===== config.mk =====
export PLATFORM = sky130hd
export DESIGN_NAME = reg_writeback
export DESIGN_NICKNAME = d
export VERILOG_FILES = /design/src/rtl/reg_wb_pkg.sv /design/src/rtl/reg_writeback_fifo.sv /design/src/rtl/reg_writeback.sv
export SDC_FILE = /design/constraint.sdc
export NUM_CORES = 1
export LEC_CHECK = 0
export CAP_MARGIN = 20
export CORE_MARGIN = 2
export CORE_UTILIZATION = 25
export DETAILED_ROUTE_END_ITERATION = 16
export PLACE_DENSITY = 0.54
export RECOVER_POWER = 25
export SKIP_CTS_REPAIR_TIMING = 1
export SLEW_MARGIN = 15
export SYNTH_ARGS = -nofsm -noshare
export SYNTH_HDL_FRONTEND = slang
export SYNTH_SLANG_ARGS = --single-unit

===== constraint.sdc =====
create_clock -name Clock -period 2.91 [get_ports Clock]
set_input_delay 0.291 -clock Clock [delete_from_list [all_inputs] [get_ports Clock]]
set_output_delay 0.291 -clock Clock [all_outputs]
set_load 0.05 [all_outputs]

===== src/rtl/reg_wb_pkg.sv =====
// reg_wb_pkg: shared types and constants for the register-file writeback block.
package reg_wb_pkg;

    localparam int WB_ADDR_W = 5;
    localparam int WB_DATA_W = 32;
    localparam int REG_ZERO  = 0;
    localparam int NUM_REGS  = 32;

    typedef struct packed {
        logic [WB_ADDR_W-1:0] addr;
        logic [WB_DATA_W-1:0] data;
        logic                 live;
    } wb_entry_t;

endpackage


===== src/rtl/reg_writeback_fifo.sv =====
// wb_fifo: circular buffer of writeback entries with parallel squash-by-address.
// Popped slots drop their live bit, so the live outputs cover occupied, unsquashed entries only.
module wb_fifo
    import reg_wb_pkg::*;
#(
    parameter int DEPTH = 2
) (
    input  logic                              Clock,
    input  logic                              nReset,
    input  logic                              push,
    input  wb_entry_t                         push_entry,
    input  logic                              pop,
    input  logic                              squash,
    input  logic [WB_ADDR_W-1:0]              squash_addr,
    output wb_entry_t                         head,
    output logic                              full,
    output logic                              empty,
    output logic [DEPTH-1:0]                  live,
    output logic [DEPTH-1:0][WB_ADDR_W-1:0]   addrs
);

    localparam int AW = $clog2(DEPTH);

    wb_entry_t     mem [DEPTH];
    logic [AW-1:0] rd_ptr;
    logic [AW-1:0] wr_ptr;
    logic [AW:0]   count;
    logic          do_push;
    logic          do_pop;

    assign full    = count == (AW+1)'(DEPTH);
    assign empty   = count == '0;
    assign do_push = push && !full;
    assign do_pop  = pop && !empty;
    assign head    = mem[rd_ptr];

    always_comb begin
        for (int i = 0; i < DEPTH; i++) begin
            live[i]  = mem[i].live;
            addrs[i] = mem[i].addr;
        end
    end

    always_ff @(posedge Clock or negedge nReset) begin
        if (!nReset) begin
            rd_ptr <= '0;
            wr_ptr <= '0;
            count  <= '0;
            for (int i = 0; i < DEPTH; i++) mem[i] <= '0;
        end else begin
            for (int i = 0; i < DEPTH; i++)
                if (squash && mem[i].addr == squash_addr) mem[i].live <= 1'b0;
            if (do_pop) begin
                mem[rd_ptr].live <= 1'b0;
                rd_ptr           <= rd_ptr + 1'b1;
            end
            if (do_push) begin
                mem[wr_ptr] <= push_entry;
                wr_ptr      <= wr_ptr + 1'b1;
            end
            count <= count + (AW+1)'(do_push) - (AW+1)'(do_pop);
        end
    end

endmodule


===== src/rtl/reg_writeback.sv =====
// reg_writeback: sole write-port owner merging the non-stalling ALU path with a queued long-latency path.
// Optional WB_FWD_EN adds a combinational bypass of the in-flight write for decode.
module reg_writeback
    import reg_wb_pkg::*;
#(
    parameter int DEPTH  = 2,
    parameter int DATA_W = WB_DATA_W,
    parameter int ADDR_W = WB_ADDR_W
) (
    input  logic                Clock,
    input  logic                nReset,
    input  logic                AluWrite,
    input  logic [ADDR_W-1:0]   AluAddr,
    input  logic [DATA_W-1:0]   AluData,
    input  logic                LongValid,
    output logic                LongReady,
    input  logic [ADDR_W-1:0]   LongAddr,
    input  logic [DATA_W-1:0]   LongData,
    output logic                RegWrite,
    output logic [ADDR_W-1:0]   RdAddr,
    output logic [DATA_W-1:0]   RdData,
    output logic [NUM_REGS-1:0] Pending,
    output logic                Busy
`ifdef WB_FWD_EN
    ,
    input  logic [ADDR_W-1:0]   FwdAddr,
    output logic                FwdHit,
    output logic [DATA_W-1:0]   FwdData
`endif
);

    logic                            alu_hit;
    logic                            long_ok;
    logic                            pop;
    logic                            bypass;
    logic                            push;
    logic                            full;
    logic                            empty;
    wb_entry_t                       head;
    wb_entry_t                       push_entry;
    logic [DEPTH-1:0]                live;
    logic [DEPTH-1:0][WB_ADDR_W-1:0] addrs;

    // A long result racing an ALU write to the same register is already stale.
    always_comb begin
        alu_hit    = AluWrite && AluAddr != ADDR_W'(REG_ZERO);
        long_ok    = LongValid && !full && LongAddr != ADDR_W'(REG_ZERO) &&
                     !(alu_hit && LongAddr == AluAddr);
        pop        = !alu_hit && !empty;
        bypass     = !alu_hit && empty && long_ok;
        push       = long_ok && !bypass;
        push_entry = '{addr: LongAddr, data: LongData, live: 1'b1};
    end

    assign LongReady = !full;
    assign Busy      = !empty;

    always_comb begin
        Pending = '0;
        for (int i = 0; i < DEPTH; i++)
            if (live[i]) Pending[addrs[i]] = 1'b1;
    end

    wb_fifo #(.DEPTH(DEPTH)) u_fifo (
        .Clock       (Clock),
        .nReset      (nReset),
        .push        (push),
        .push_entry  (push_entry),
        .pop         (pop),
        .squash      (alu_hit),
        .squash_addr (AluAddr),
        .head        (head),
        .full        (full),
        .empty       (empty),
        .live        (live),
        .addrs       (addrs)
    );

    always_ff @(posedge Clock or negedge nReset) begin
        if (!nReset) begin
            RegWrite <= 1'b0;
            RdAddr   <= '0;
            RdData   <= '0;
        end else if (alu_hit) begin
            RegWrite <= 1'b1;
            RdAddr   <= AluAddr;
            RdData   <= AluData;
        end else if (pop) begin
            RegWrite <= head.live;
            if (head.live) begin
                RdAddr <= head.addr;
                RdData <= head.data;
            end
        end else if (bypass) begin
            RegWrite <= 1'b1;
            RdAddr   <= LongAddr;
            RdData   <= LongData;
        end else begin
            RegWrite <= 1'b0;
        end
    end

`ifdef WB_FWD_EN
    assign FwdHit  = RegWrite && RdAddr == FwdAddr && FwdAddr != ADDR_W'(REG_ZERO);
    assign FwdData = FwdHit ? RdData : '0;
`endif

endmodule


==> results of run 1 <==
## synth_stat cells, drive strengths merged
| cell type | instances | share of area (%) |
|---|---|---|
| nor3 | 4 | 0.60 |
| nand3 | 24 | 2.0 |
| a31oi | 1 | 0.10 |
| o32ai | 1 | 0.15 |
| nor2 | 40 | 2.5 |
| a211oi | 3 | 0.37 |
| nand3b | 25 | 3.1 |
| xnor2 | 11 | 1.6 |
| o2111ai | 1 | 0.15 |
| o211ai | 5 | 0.62 |
| o21ai | 4 | 0.33 |
| dfrtp | 118 | 49 |
| nand2b | 2 | 0.21 |
| nor3b | 2 | 0.25 |
| a221oi | 5 | 0.73 |
| o22ai | 63 | 6.5 |
| and3 | 2 | 0.21 |
| a221o | 3 | 0.50 |
| or3 | 8 | 0.91 |
| xor2 | 7 | 1.0 |
| a22o | 1 | 0.15 |
| mux2 | 74 | 14 |
| clkinv | 1 | 0.062 |
| clkbuf | 27 | 1.7 |
| a21boi | 1 | 0.12 |
| a21oi | 36 | 3.0 |
| nor4 | 3 | 0.56 |
| inv | 9 | 0.56 |
| ha | 2 | 0.41 |
| or3b | 3 | 0.44 |
| o31ai | 1 | 0.12 |
| buf | 20 | 1.8 |
| a21bo | 1 | 0.17 |
| nand2 | 95 | 5.9 |
## sequential cells by signal (all words and copies together), names as in the netlist
signal and cells:
u_fifo.mem 64, RdData 32, u_fifo.addrs 10, RdAddr 5
u_fifo.count 2, u_fifo.live 2, RegWrite 1, u_fifo.rd_ptr 1
u_fifo.wr_ptr 1
## area by class of cell
type | instances | area share, %
repair buffers | 174 | 20.0
clock buffers | 24 | 6.01
flip-flops and latches | 118 | 34.7
multi-input cells | 428 | 33.6
inverters | 10 | 0.441
well taps | 319 | 4.69
clock inverters | 4 | 0.529
## kinds of logic (layout without fill, tap and decap cells)
logic type / after synthesis / after routing / synth area share (%)
adder cells (fa/ha/maj): 2 / 2 / 0.414
multiplexers: 74 / 74 / 14.3
AND/OR/NAND/NOR: 208 / 208 / 16.7
buffers and inverters: 57 / 212 / 4.08
AO/OA/AOI/OAI: 126 / 126 / 13.0
flip-flops: 118 / 118 / 48.9
XOR/XNOR: 18 / 18 / 2.61
## per-layer routing
metal	share of wire [%]	GRT usage (%)	vias up
met5	0.069	0	-
met4	1.0	4.09	2
met3	5.8	4.53	19
met2	47	24.6	160
met1	47	19.6	2551
li1	-	-	2442
## final timing paths
path	depth (start not counted)	endpoint	from
max	3	Pending[11]	u_fifo.addrs[3]$_DFFE_PN0P_
min	1	u_fifo.mem[29]$_DFFE_PN0P_	u_fifo.mem[29]$_DFFE_PN0P_
max reg2reg	8	RdAddr[2]$_DFFE_PN0P_	u_fifo.count[1]$_DFF_PN0_
min reg2reg	1	u_fifo.mem[29]$_DFFE_PN0P_	u_fifo.mem[29]$_DFFE_PN0P_
max in group asynchronous	3	u_fifo.mem[66]$_DFFE_PN0P_	nReset
min in group asynchronous	2	u_fifo.mem[52]$_DFFE_PN0P_	nReset
## report_power, final
part	switching, mW	total [mW]	internal [mW]
combinational	3.25	5.42	2.17
clock	0.722	2.01	1.29
sequential	0.629	3.13	2.50
total	4.60	10.6	5.96
==> impl_results.md, run 1 <==
* CP max stage cell: clkdlybuf4s50_1
* Largest net degree at the start of global routing at 65
* Core footprint at approximately 0.024 sq mm
* Chip Height at 159 um
* RSZ-0062 raised after global routing: false
* Setup TNS at 0 ns
* Vias/cell at between 4 and 5
* CP Capture Type: output port
* Placed instance count at 1,048
* Arrival @ worst endpoint at 2.54 ns
* Full die area at around 0.025 sq mm
* Post-layout util at a little over a third
* DRC Markers at 0
* Post-route ant nets at 0
* CTS Buf Count at 17
* Commonest non-fill, non-tap cell in the layout: clkdlybuf4s50_1
* Syn. warnings at 0
* Layout Nets at slightly above 800
* CTS tree: yes
* Sequential fraction of the synthesis area at approximately 49%
* Overall power at roughly 11 mW
* Min cycle time layout at ~2.8 ns
* Mapped Area at about 0.006 sq mm
* Antenna Diode Count at 0
* Clock root buffer: clkbuf_16
* Syn nets at 683
* Post-route cell area at about 0.0085 sq mm
* Global Route Usage Sum at about 15%
* Routed WL at ~19,000 um
* Syn avg cell area at ~10 sq um
* Post-Place Cell Area at about 0.008 sq mm
* Critical path startpoint category: flip-flop
* Final Setup Violations at 0
* Leak pwr at 3.46 nW
* Area of the multi-input gates at approximately 0.0029 sq mm
* Most frequent cells in the layout: clkdlybuf4s50_1, dfrtp_1, nand2_1
* First-pass GRT wire length at a little over 30,000 um
* DR WL/cell at between 15 and 20 um
* Max_slew headroom at around 22%
* Max IR drop VDD at 0.517 mV
* Final hold vios at 0
* Initial antenna violation count at 1
* Layout fillers at around 2,400
* Area delta synth->final at 41.0%
* Cells along the critical path: or3b_2 -> o22ai_1 -> clkdlybuf4s50_1
* FMAX at 0.354 GHz
* Setup WS pre-CTS at 0.207 ns
* Register area at between 0.002 and 0.003 sq mm
* DRT Pass-1 Iters at 4
* Clk Latency, worst-skew pair at approximately 0.42 ns
* Post-DP HPWL at 13,100 um
* Unique masters post-synth at 44
* Clock Pin Slew Worst Setup and Hold Paths at around 0.05 ns
* Slew @ Worst Pin at about 1.2 ns
* Layout cell share with drive strength beyond 1 at between 10% and 20%
* H-tree Lvls at 4
* Number of global-route vias before repair at between 5,000 and 6,000
* Top Ports at 150
* Port Buffer Count at roughly 150
* Skew final at 0.00802 ns
* Reg-to-reg slack, setup at about 0.59 ns
* Cell Rows at 56
* Final Non-Filler Cells at approximately 1,100
* # Max-Cap Violations at 0
* Initial Utilization at 25.6%
* Grt total ovfl at 0
* Largest delay contributor family on the critical path: buffers and inverters
* Final hold slack at around 0.48 ns
* PwrDens at ~1200 mW/mm^2
* Die Width at between 150 and 200 um
* Status: finished clean
* Vias at about 5,200
* Iter 0 DRT Violations at approximately 340
* TritonCTS sink count at about 120
* Part of the cycle the worst path needs at 97.1%
* #FFs+latches synth at approximately 120
* CP Data Required Time at ~2.6 ns
* GPL Wtd Cong at ~0.78
* Syn Inst Count at 603
* Maximum clock path buffer count at 2
* Worst stage delay on the critical path at ~0.84 ns
* Buffers & Inverters on Critical Path at 1
* Max Slew Vio Count at 0
* Setup ws final at a little over 0.08 ns
* Crit path kind: reg -> out
* Crit-path max FO at 11
* HP Class: reg -> reg
Note: power is estimated with default switching activity, not from simulation.
==> inputs of run 2 (changes only) <==
Settings changed: PLACE_DENSITY 0.54 to default, PLACE_DENSITY_LB_ADDON from default to 0.1.
==> run 2 against run 1 <==
Compared with the run above:
- the flow now finishes with violations (max-capacitance violations, max-slew violations)
- maximum frequency rose by 0.27%
- via count is 2.3% higher
- core utilization up 0.31 points
==> impl_results.md, run 2 (synthesis gave the netlist of run 1 again) <==
* Status: complete, but fails checks
* Failing checks: max-capacitance violations, max-slew violations
* # Max-Cap Violations at 1 (+1)
* Area delta synth->final at 42.2%
* Crit-path max FO at 11 (unchanged)
* First-pass GRT wire length at 32,200 um (+6.3%)
* Initial antenna violation count at 0 (-1)
* Min cycle time layout at 2.82 ns (-0.00763 ns)
* Clock Pin Slew Worst Setup and Hold Paths at 0.06 ns (about the same)
* H-tree Lvls at 4 (unchanged)
* Core footprint at 0.0236 sq mm (unchanged)
* Antenna Diode Count at 0 (unchanged)
* Placed instance count at 1,043 (-0.48%)
* CP Capture Type: output port
* GPL Wtd Cong at 0.794 (+1.7%)
* Vias at 5,295 (+2.3%)
* Arrival @ worst endpoint at 2.53 ns (about the same)
* Cells along the critical path: or3b_2 -> o22ai_1 -> clkdlybuf4s50_1
* Final hold vios at 0 (unchanged)
* Reg-to-reg slack, setup at 0.70 ns (+0.11 ns)
* Biggest register: u_fifo.mem
* Worst min-delay path startpoint: u_fifo.mem[30]$_DFFE_PN0P_
* Iter 0 DRT Violations at 335 (-2.6%)
* Sequential share of power at 29.5% (about the same)
* Global Route Usage Sum at 16.1% (+0.97 points)
* Most frequent cells in the layout: clkdlybuf4s50_1, dfrtp_1, nand2_1
* Full die area at 0.0254 sq mm (unchanged)
* CTS tree: yes
* Vias/cell at 4.92 (+2.4%)
* Critical path startpoint category: flip-flop
* Grt total ovfl at 0 (unchanged)
* Clock share of power at 20.5% (+1.5 points)
* Routed WL at 20,100 um (+6.4%)
* Slew @ Worst Pin at 1.79 ns (+0.625 ns)
* Layout fillers at 2,429 (+0.62%)
* Number of global-route vias before repair at 5,598 (+4.5%)
* Initial Utilization at 25.6% (unchanged)
* RSZ-0062 raised after global routing: false
* Chip Height at 159 um (unchanged)
* CP Data Required Time at 2.62 ns (about the same)
* Largest net degree at the start of global routing at 59 (-9.2%)
* Cell Rows at 56 (unchanged)
* DRC Markers at 0 (unchanged)
* Final Setup Violations at 0 (unchanged)
* Clk Latency, worst-skew pair at 0.41 ns (about the same)
* Setup ws final at 0.0908 ns (+0.00763 ns)
* DR WL/cell at 18.7 um (+6.5%)
* Max reg flops at 64 (unchanged)
* Crit path kind: reg -> out
* TritonCTS sink count at 118 (unchanged)
* Crit Reg-Reg Startpoint: u_fifo.count[1]$_DFF_PN0_
* PwrDens at 1270 mW/mm^2 (+2.1%)
* Port Buffer Count at 149 (unchanged)
* Psw at 4.70 mW (+2.2%)
* CP max stage cell: clkdlybuf4s50_1
* Layout Nets at 824 (-0.60%)
* Maximum clock path buffer count at 2 (unchanged)
* Layout cell share with drive strength beyond 1 at 17.4% (-0.37 points)
* Switching portion of total power at 43.2% (-0.33 points)
* R2R depth at 6 (-2)
* Final hold slack at 0.486 ns (+0.00466 ns)
* Leak pwr at 3.51 nW (+1.5%)
* CTS Buf Count at 17 (unchanged)
* FMAX at 0.355 GHz (+0.27%)
* Hold path cells at 1 (unchanged)
* Worst reg2reg endpoint: u_fifo.mem[64]$_DFFE_PN0P_
* Max Slew Vio Count at 29 (+29)
* Hold path endpoint: u_fifo.mem[30]$_DFFE_PN0P_
* DRT Pass-1 Iters at 5 (+1)
* Setup WS pre-CTS at 0.276 ns (+0.0691 ns)
* HP Class: reg -> reg
* Max_slew headroom at -19.2% (-42 points)
* Top Ports at 150 (unchanged)
* Commonest non-fill, non-tap cell in the layout: clkdlybuf4s50_1
* Die Width at 159 um (unchanged)
* P_int at 6.17 mW (+3.6%)
* Clock root buffer: clkbuf_16
* Post-DP HPWL at 13,600 um (+4.5%)
* Skew final at 0.0105 ns (+0.00244 ns)
* Setup TNS at 0 ns (unchanged)
* Post-route ant nets at 0 (unchanged)
* Final Non-Filler Cells at 1,076 (-0.093%)
* Logic pwr share at 50.0% (-1.4 points)
* Worst stage delay on the critical path at 0.84 ns (about the same)
* Part of the cycle the worst path needs at 96.9% (-0.26 points)
* Max IR drop VDD at 0.627 mV (+21%)
[run 2: cell count changes in the layout (fill, tap and decap cells not counted), moves of 2 or more]
cell	previous run	this run
buf_4	20	15
buf_12	2	5
bufinv_16	1	4
clkbuf_8	6	3
clkdlybuf4s50_1	146	143
clkbuf_1	2	4
dlymetal6s2s_1	2	4
[run 2: through the flow]
step                power, mW  instance area (sq um)  utilization [%]
CTS                      11.0                   8570             36.3
detailed placement       8.68                   7950             33.7
floorplan                6.79                   6040                -
global placement         8.60                   7950             33.7
global route             11.6                   8590             36.4
finish                   10.9                   8590             36.4
[run 2: power by group through the flow]
stage	clock network [mW]	registers [mW]	logic [mW]
after floorplan	0	3.83	2.95
after global placement	0	3.19	5.41
after detailed placement	0	3.21	5.47
after CTS	2.29	3.20	5.48
after global routing	2.38	3.32	5.87
final	2.23	3.20	5.44
[run 2: per-layer routing]
metal	global-route usage [%]	part of all wire, %	wire length (um)	up-vias
met1	21.8	48	9670	2643
met3	4.30	5.5	1110	17
met4	4.50	1.2	232	0
li1	-	-	-	2440
met5	0	0	0	-
met2	25.4	45	9130	195
[run 2: final cells by class]
| cell class | instances | area, sq um | area share (%) |
|---|---|---|---|
| repair buffers | 169 | 1710 | 19.9 |
| clock buffers | 23 | 478 | 5.57 |
| inverters | 10 | 37.5 | 0.437 |
| multi-input cells | 428 | 2860 | 33.3 |
| flip-flops and latches | 118 | 2950 | 34.4 |
| well taps | 319 | 399 | 4.65 |
| clock inverters | 9 | 148 | 1.72 |
[run 2: worst max path at each step]
stage / from / end / slack (ns) / cells after the start
detailed placement: AluAddr[0] / RdData[26]$_DFFE_PN0P_ / 0.28 / 8
finish: u_fifo.addrs[9]$_DFFE_PN0P_ / Pending[16] / 0.09 / 3
CTS: u_fifo.addrs[2]$_DFFE_PN0P_ / Pending[9] / 0.04 / 3
global placement: AluAddr[0] / RdData[26]$_DFFE_PN0P_ / 0.33 / 8
floorplan: u_fifo.count[1]$_DFF_PN0_ / u_fifo.count[1]$_DFF_PN0_ / 0.71 / 9
global route: u_fifo.addrs[9]$_DFFE_PN0P_ / Pending[16] / 0.004 / 3
[run 2: critical path: cells and delay by family, from the launching register on]
family | cells | cell delay (ns)
buf+inv | 1 | 0.84
compound gates | 1 | 0.19
flops | 1 | 0.56
simple gates | 1 | 0.53
